### src/rtl/std_div_pipe.sv
// Iterative restoring divider: one quotient bit per cycle under a go/done handshake.
// Optional two's-complement mode is enabled with the macro STD_DIV_PIPE_SIGNED_EN.
module std_div_pipe #(
    parameter int width = 32
) (
    input  logic             clk,
    input  logic             reset,
    input  logic             go,
    input  logic [width-1:0] left,
    input  logic [width-1:0] right,
    output logic [width-1:0] out_quotient,
    output logic [width-1:0] out_remainder,
    output logic             done
);

    localparam int CW = $clog2(width) + 1;

    localparam logic [1:0] IDLE = 2'd0;
    localparam logic [1:0] RUN  = 2'd1;
    localparam logic [1:0] DONE = 2'd2;

    localparam logic [CW-1:0] LAST_STEP = CW'(width - 1);
    localparam logic [CW-1:0] CNT_ONE   = CW'(1);

    logic [1:0]       state_q, state_d;
    logic [width-1:0] dvd_q, dvd_d;
    logic [width-1:0] dvs_q, dvs_d;
    logic [width-1:0] rem_q, rem_d;
    logic [CW-1:0]    cnt_q, cnt_d;
    logic [width-1:0] quo_out_q, quo_out_d;
    logic [width-1:0] rem_out_q, rem_out_d;
    logic             done_q, done_d;

    logic [width:0]   shifted_s;
    logic [width:0]   diff_s;
    logic             fits_s;
    logic [width-1:0] rem_step_s;
    logic [width-1:0] quo_step_s;
    logic [width-1:0] fin_quo_s;
    logic [width-1:0] fin_rem_s;
    logic [width-1:0] cap_dvd_s;
    logic [width-1:0] cap_dvs_s;

`ifdef STD_DIV_PIPE_SIGNED_EN
    logic neg_quo_q, neg_quo_d;
    logic neg_rem_q, neg_rem_d;

    function automatic logic [width-1:0] cond_neg(input logic [width-1:0] v, input logic n);
        logic [width-1:0] r;
        if (n) begin
            r = width'(0) - v;
        end else begin
            r = v;
        end
        return r;
    endfunction
`endif

    // One restoring step: the dividend register doubles as the quotient shift register.
    always_comb begin
        shifted_s  = {rem_q, dvd_q[width-1]};
        diff_s     = shifted_s - {1'b0, dvs_q};
        fits_s     = (shifted_s >= {1'b0, dvs_q});
        rem_step_s = fits_s ? diff_s[width-1:0] : shifted_s[width-1:0];
        quo_step_s = {dvd_q[width-2:0], fits_s};
    end

`ifdef STD_DIV_PIPE_SIGNED_EN
    // Magnitude capture and final sign fix-up; a zero divisor keeps the all-ones quotient.
    always_comb begin
        cap_dvd_s = cond_neg(left, left[width-1]);
        cap_dvs_s = cond_neg(right, right[width-1]);
        fin_quo_s = cond_neg(quo_step_s, neg_quo_q && (dvs_q != width'(0)));
        fin_rem_s = cond_neg(rem_step_s, neg_rem_q);
    end
`else
    // Unsigned mode passes operands and step results straight through.
    always_comb begin
        cap_dvd_s = left;
        cap_dvs_s = right;
        fin_quo_s = quo_step_s;
        fin_rem_s = rem_step_s;
    end
`endif

    // Control FSM and datapath next-state.
    always_comb begin
        state_d   = state_q;
        dvd_d     = dvd_q;
        dvs_d     = dvs_q;
        rem_d     = rem_q;
        cnt_d     = cnt_q;
        quo_out_d = quo_out_q;
        rem_out_d = rem_out_q;
        done_d    = 1'b0;
`ifdef STD_DIV_PIPE_SIGNED_EN
        neg_quo_d = neg_quo_q;
        neg_rem_d = neg_rem_q;
`endif
        case (state_q)
            IDLE: begin
                if (go) begin
                    dvd_d   = cap_dvd_s;
                    dvs_d   = cap_dvs_s;
                    rem_d   = width'(0);
                    cnt_d   = CW'(0);
`ifdef STD_DIV_PIPE_SIGNED_EN
                    neg_quo_d = left[width-1] ^ right[width-1];
                    neg_rem_d = left[width-1];
`endif
                    state_d = RUN;
                end else begin
                    state_d = IDLE;
                end
            end
            RUN: begin
                dvd_d = quo_step_s;
                rem_d = rem_step_s;
                cnt_d = cnt_q + CNT_ONE;
                if (cnt_q == LAST_STEP) begin
                    quo_out_d = fin_quo_s;
                    rem_out_d = fin_rem_s;
                    done_d    = 1'b1;
                    state_d   = DONE;
                end else begin
                    state_d = RUN;
                end
            end
            DONE: begin
                state_d = IDLE;
            end
            default: begin
                state_d = IDLE;
            end
        endcase
    end

    // State registers with synchronous reset.
    always_ff @(posedge clk) begin
        if (reset) begin
            state_q   <= IDLE;
            dvd_q     <= width'(0);
            dvs_q     <= width'(0);
            rem_q     <= width'(0);
            cnt_q     <= CW'(0);
            quo_out_q <= width'(0);
            rem_out_q <= width'(0);
            done_q    <= 1'b0;
`ifdef STD_DIV_PIPE_SIGNED_EN
            neg_quo_q <= 1'b0;
            neg_rem_q <= 1'b0;
`endif
        end else begin
            state_q   <= state_d;
            dvd_q     <= dvd_d;
            dvs_q     <= dvs_d;
            rem_q     <= rem_d;
            cnt_q     <= cnt_d;
            quo_out_q <= quo_out_d;
            rem_out_q <= rem_out_d;
            done_q    <= done_d;
`ifdef STD_DIV_PIPE_SIGNED_EN
            neg_quo_q <= neg_quo_d;
            neg_rem_q <= neg_rem_d;
`endif
        end
    end

    assign out_quotient  = quo_out_q;
    assign out_remainder = rem_out_q;
    assign done          = done_q;

endmodule
### config.mk
export PLATFORM = sky130hd
export DESIGN_NAME = std_div_pipe
export DESIGN_NICKNAME = d
export VERILOG_FILES = /design/src/rtl/std_div_pipe.sv
export SDC_FILE = /design/constraint.sdc
export NUM_CORES = 1
export LEC_CHECK = 0
export CORE_ASPECT_RATIO = 2
export CORE_MARGIN = 2
export CORE_UTILIZATION = 50
export DETAILED_ROUTE_END_ITERATION = 12
export DONT_BUFFER_PORTS = 1
export PLACE_DENSITY = 0.76
export SYNTH_ARGS = -nofsm -noshare
export SYNTH_HDL_FRONTEND = slang
export SYNTH_SLANG_ARGS = --single-unit
export TNS_END_PERCENT = 50
### constraint.sdc
create_clock -name clk -period 2.8 [get_ports clk]
set_clock_uncertainty 0.2 [all_clocks]
set_input_delay 0.84 -clock clk [delete_from_list [all_inputs] [get_ports clk]]
set_output_delay 0.84 -clock clk [all_outputs]
set_load 0.1 [all_outputs]
==> results <==
- The run finished, with violations left.
- The final reports fail on negative setup slack.
- STA puts the critical path data required time at 2940 ps.
- The initial utilization of the core area, before any placement, comes to between 50% and 60%.
- The top cell types in the final layout, fill and taps aside, are sky130_fd_sc_hd__buf_4, sky130_fd_sc_hd__nand2_1, sky130_fd_sc_hd__dfxtp_1.
- Input and output buffers added on the ports amount to 0.
- Once detailed placement completed, the half-perimeter wirelength came to 16320 um.
- Once routing completed, OpenROAD measured the worst setup slack at -246.9 ps.
- Sequential elements use between 40% and 50% of the synthesized area.
- Broken down by cell family, the worst path's largest delay share belongs to compound AO/OA/AOI/OAI gates.
- Dividing the detail-routed via count by the number of cells gives 5.846.
- The detail route stage leaves a number of antenna-violating nets equal to 0.
- The sum of overflow across all layers after global routing is 0.
- The register bit count reported by yosys is 169.
- Summed over all cells, the static leakage comes to ~4.4 nW.
- The insertion delay to the later sink of the worst-skew pair is about 430 ps.
- In the global route stage, overall resource usage came out at 28.69%.
- The net switching power figure is 4.480 mW.
- The number of global-route vias before repair was ~8300.
- The final-report max-slew violation count came to 0.
- The number of buffers and inverters on the critical path is 3.
- The total of endpoints with negative setup slack in the final report is 61.
- The synthesized design spends more area on one cell type than any other, namely sky130_fd_sc_hd__dfxtp_1.
- After synthesis, the mean cell area works out to roughly 7.9 um^2.
- The worst register-to-register path ends at out_remainder[30].
- The worst setup path is of the flip-flop to flip-flop kind.
- The path category of the worst min-delay check is flip-flop to flip-flop.
- The internal cell power is 6.882 mW.
- On the critical path, the stage with the largest delay is an instance of sky130_fd_sc_hd__dfxtp_1.
- The clock tree synthesis step divided the H-tree into 4 levels.
- The number of I/O pins is 132.
- The floorplan step set the die width to 94.02 um.
- At the worst endpoint, the arrival time is 3180 ps.
- The detailed router placed 8173 vias in this run.
- The total wire length after detailed routing is 25890 um.
- The wire length of the first global-routing pass is just under 40000 um.
- The final number of hold-violating endpoints is 0.
- The worst slew slack as a fraction of its limit is 28.62%.
- The worst hold path depth is 2.
- The startpoint type of the worst setup path is a flip-flop.
- The switching share of total power is 39.43%.
- For this design, the CTS-stage hold fixing added 0 buffers.
- Of all nets on the critical path, the largest fanout is 3.
- The post-synthesis cell count is 1027.
- The placement-stage cell area is 9460 um^2.
- The cell that appears most often on the critical path is sky130_fd_sc_hd__buf_4.
- Entering global routing, the biggest net connects 140 pins.
- The clock buffer count from CTS is 17.
- The power share of the combinational group is 56.8%.
- The distinct cell type count after synthesis is 60.
- The tree is rooted in a sky130_fd_sc_hd__clkbuf_16.
- Summing all non-filler instances in the final layout gives an area of 11160 um^2.
- The number of clock sinks seen by CTS is 169.
- Of the total power, the clock network draws 19.4%.
- The number of nets in the synthesized netlist is between 1000 and 1500.
- The startpoint of the tightest hold check path is dvs_q[29].
- The area growth from synthesis to layout is 37.72%.
- The row count is between 60 and 70.
- In this run the power density over the cells is 1018 nW/um^2.
- The fraction of layout cells with a size suffix above 1 is a little under a third.
- After synthesis, the cell types taking the most area are sky130_fd_sc_hd__dfxtp_1, sky130_fd_sc_hd__nand2_1, sky130_fd_sc_hd__a21oi_1.
- The clock-pin slew on the worst setup and hold paths is 60 ps.
- For this run, the slowest stage of the critical path takes 340 ps.
- The tool flagged a number of max-cap violations equal to 0.
- At the end of the flow, the number of nets in the layout was about 1300.
- The startpoint of the worst-slack reg-to-reg timing path is dvs_q[2].
- The placeable core region is 15860 um^2.
- TritonCTS built the clock tree.
- The die height is 184.0 um.
- The critical path goes through inv_1 -> ha_1 -> buf_4 -> a21o_1 -> a22o_1 -> o41ai_2 -> buf_4 -> or4_4 -> nand3_4 -> a311oi_2 -> xnor2_1 -> mux2i_1 -> a211oi_1.
- Power comes to 11.36 mW.
- The first-pass detailed-route iteration total is 7.
- The initial antenna violation count is 0.
- The worst-case IR drop observed on VDD is 0.6117 mV.
- The library cell used most frequently in the layout, excluding fill and tap cells, is sky130_fd_sc_hd__buf_4.
- The worst reg-to-reg path cell count is 13.
- The die covers 17300 um^2.
- The placer's final routability congestion estimate is 0.9210.
- The fmax is between 300 and 400 MHz.
- Setup repair after global routing could not meet its margin everywhere.
- Summed over its instances, the top area cell type makes up around two fifths of the synthesized netlist area.
- Of the total power, registers draw roughly a quarter.
- The number of remaining DRC errors is 0.
- The repair_antennas step left the layout with diodes totalling 0.
- For this run, the leading register cell type out of synthesis is sky130_fd_sc_hd__dfxtp_1.
- The count of synthesis-stage warnings from yosys is 0.
- The kind of capture point of the worst setup path is a flip-flop.
- Dividing the detail-routed wire length by the instance count gives roughly 19 um.
- The starting DRC count in detailed routing is 432.
- The shortest clock period the worst path allows after layout is roughly 3000 ps.
- Counting along the longest clock path gives a buffer depth of 2.
- The synthesized cell area is just over 8000 um^2.
- The path with the worst hold slack has its endpoint at dvs_q[29].
- The minimum setup slack among reg-to-reg paths is -250 ps.
- Dividing the final minimum period by the clock period gives 108.8%.
- Yosys mapped a number of flops with a built-in enable equal to 0.
- The fraction of registers with async set or reset after synthesis is 0%.
- At the pin with the least slew margin, the transition time is roughly 1100 ps.
area by class of cell:
| class | count | area (um^2) |
|---|---|---|
| multi-input cells | 720 | 4982 |
| fillers | 1145 | 4700 |
| flip-flops and latches | 169 | 3397 |
| repair buffers | 203 | 1709 |
| clock buffers | 20 | 456.7 |
| inverters | 73 | 274.0 |
| well taps | 201 | 251.5 |
| clock inverters | 12 | 88.84 |
through the flow:
stage	worst slack, ps	hold WS [ps]	util, %	instances	TNS, ps
floorplan	-16.70	231.9	-	1027	-30.30
global placement	-197.7	236.2	59.65	1336	-4389
detailed placement	-276.5	241.3	59.65	1336	-9253
CTS	-216.2	250.6	66.30	1389	-2362
global route	-345.9	266.6	70.37	1398	-11100
finish	-246.9	252.6	70.37	1398	-6688
repair_timing:
action / CTS / global route
gates resized for setup: 63 / 143
cloned: 3 / 1
hold endpoints to repair: 0 / 0
pin swaps: 16 / 39
setup buffers: 19 / 11
setup endpoints to repair: 65 / 66
flip-flops by register name (all words and copies together), names as in the netlist:
| signal | cells |
|---|---|
| out_remainder | 32 |
| out_quotient | 32 |
| done | 1 |
| cnt_q | 6 |
| dvd_q | 32 |
| rem_q | 32 |
| state_q | 2 |
| dvs_q | 32 |
routing by layer:
layer,wire length (um),track usage [%]
met4,1464,17.57
met1,8953,26.85
met3,1330,6.519
met2,14140,54.31
met5,0,0
synthesized netlist by cell type (2+ instances only):
cell type / number
sky130_fd_sc_hd__and3_1: 5
sky130_fd_sc_hd__o21bai_1: 6
sky130_fd_sc_hd__o211ai_1: 3
sky130_fd_sc_hd__o22ai_1: 30
sky130_fd_sc_hd__mux2i_1: 8
sky130_fd_sc_hd__or3_1: 2
sky130_fd_sc_hd__clkbuf_1: 56
sky130_fd_sc_hd__dfxtp_1: 169
sky130_fd_sc_hd__a21oi_2: 2
sky130_fd_sc_hd__a211oi_2: 2
sky130_fd_sc_hd__nand3b_1: 4
sky130_fd_sc_hd__nand2b_1: 9
sky130_fd_sc_hd__nand2_1: 183
sky130_fd_sc_hd__ha_1: 33
sky130_fd_sc_hd__xnor2_1: 10
sky130_fd_sc_hd__a211oi_1: 30
sky130_fd_sc_hd__a311oi_1: 2
sky130_fd_sc_hd__a31oi_1: 2
sky130_fd_sc_hd__o21ai_0: 56
sky130_fd_sc_hd__a21o_1: 7
sky130_fd_sc_hd__nand3_1: 11
sky130_fd_sc_hd__buf_2: 3
sky130_fd_sc_hd__a22o_1: 3
sky130_fd_sc_hd__buf_6: 3
sky130_fd_sc_hd__xor2_1: 17
sky130_fd_sc_hd__nand4_1: 8
sky130_fd_sc_hd__inv_1: 71
sky130_fd_sc_hd__nor3_1: 6
sky130_fd_sc_hd__nor2b_1: 4
sky130_fd_sc_hd__o21ai_1: 3
sky130_fd_sc_hd__a221oi_1: 32
sky130_fd_sc_hd__and2_1: 3
sky130_fd_sc_hd__nor2_1: 86
sky130_fd_sc_hd__buf_4: 3
sky130_fd_sc_hd__a21oi_1: 122
sky130_fd_sc_hd__o21a_1: 7
sky130_fd_sc_hd__o31a_1: 3
worst max path at each step:
stage / to / startpoint / slack [ps] / cells after the start
after floorplan: dvd_q[0] / dvs_q[22] / -20 / 13
after global placement: out_remainder[30] / dvd_q[31] / -200 / 14
after detailed placement: out_remainder[24] / dvs_q[8] / -280 / 12
after CTS: out_remainder[30] / dvd_q[31] / -220 / 14
after global routing: out_remainder[28] / dvd_q[31] / -350 / 14
final: out_remainder[30] / dvs_q[2] / -250 / 13
tightest hold or removal path, delay by kind of cell (launching register included):
family           cells  cell delay, ps
flip-flops           1             310
AND/OR/NAND/NOR      1              50
AO/OA/AOI/OAI        1              50
cells by family after synthesis:
kind of cell | count (synthesis) | share of synthesized area, %
compound gates | 323 | 25.22
xor+xnor | 27 | 2.918
fa+ha+maj | 34 | 5.343
buf+inv | 138 | 6.856
flops | 169 | 41.75
mux | 8 | 0.9883
simple gates | 328 | 16.92
power by group through the flow:
stage	sequential (mW)	clock, mW	combinational, mW
after floorplan	2.69	0	2.63
after global routing	2.72	2.33	6.80
final	2.70	2.21	6.45
after global placement	2.71	0	3.89
after detailed placement	2.72	0	3.96
after CTS	2.68	2.23	5.03
(Power assumes the default switching activity.)
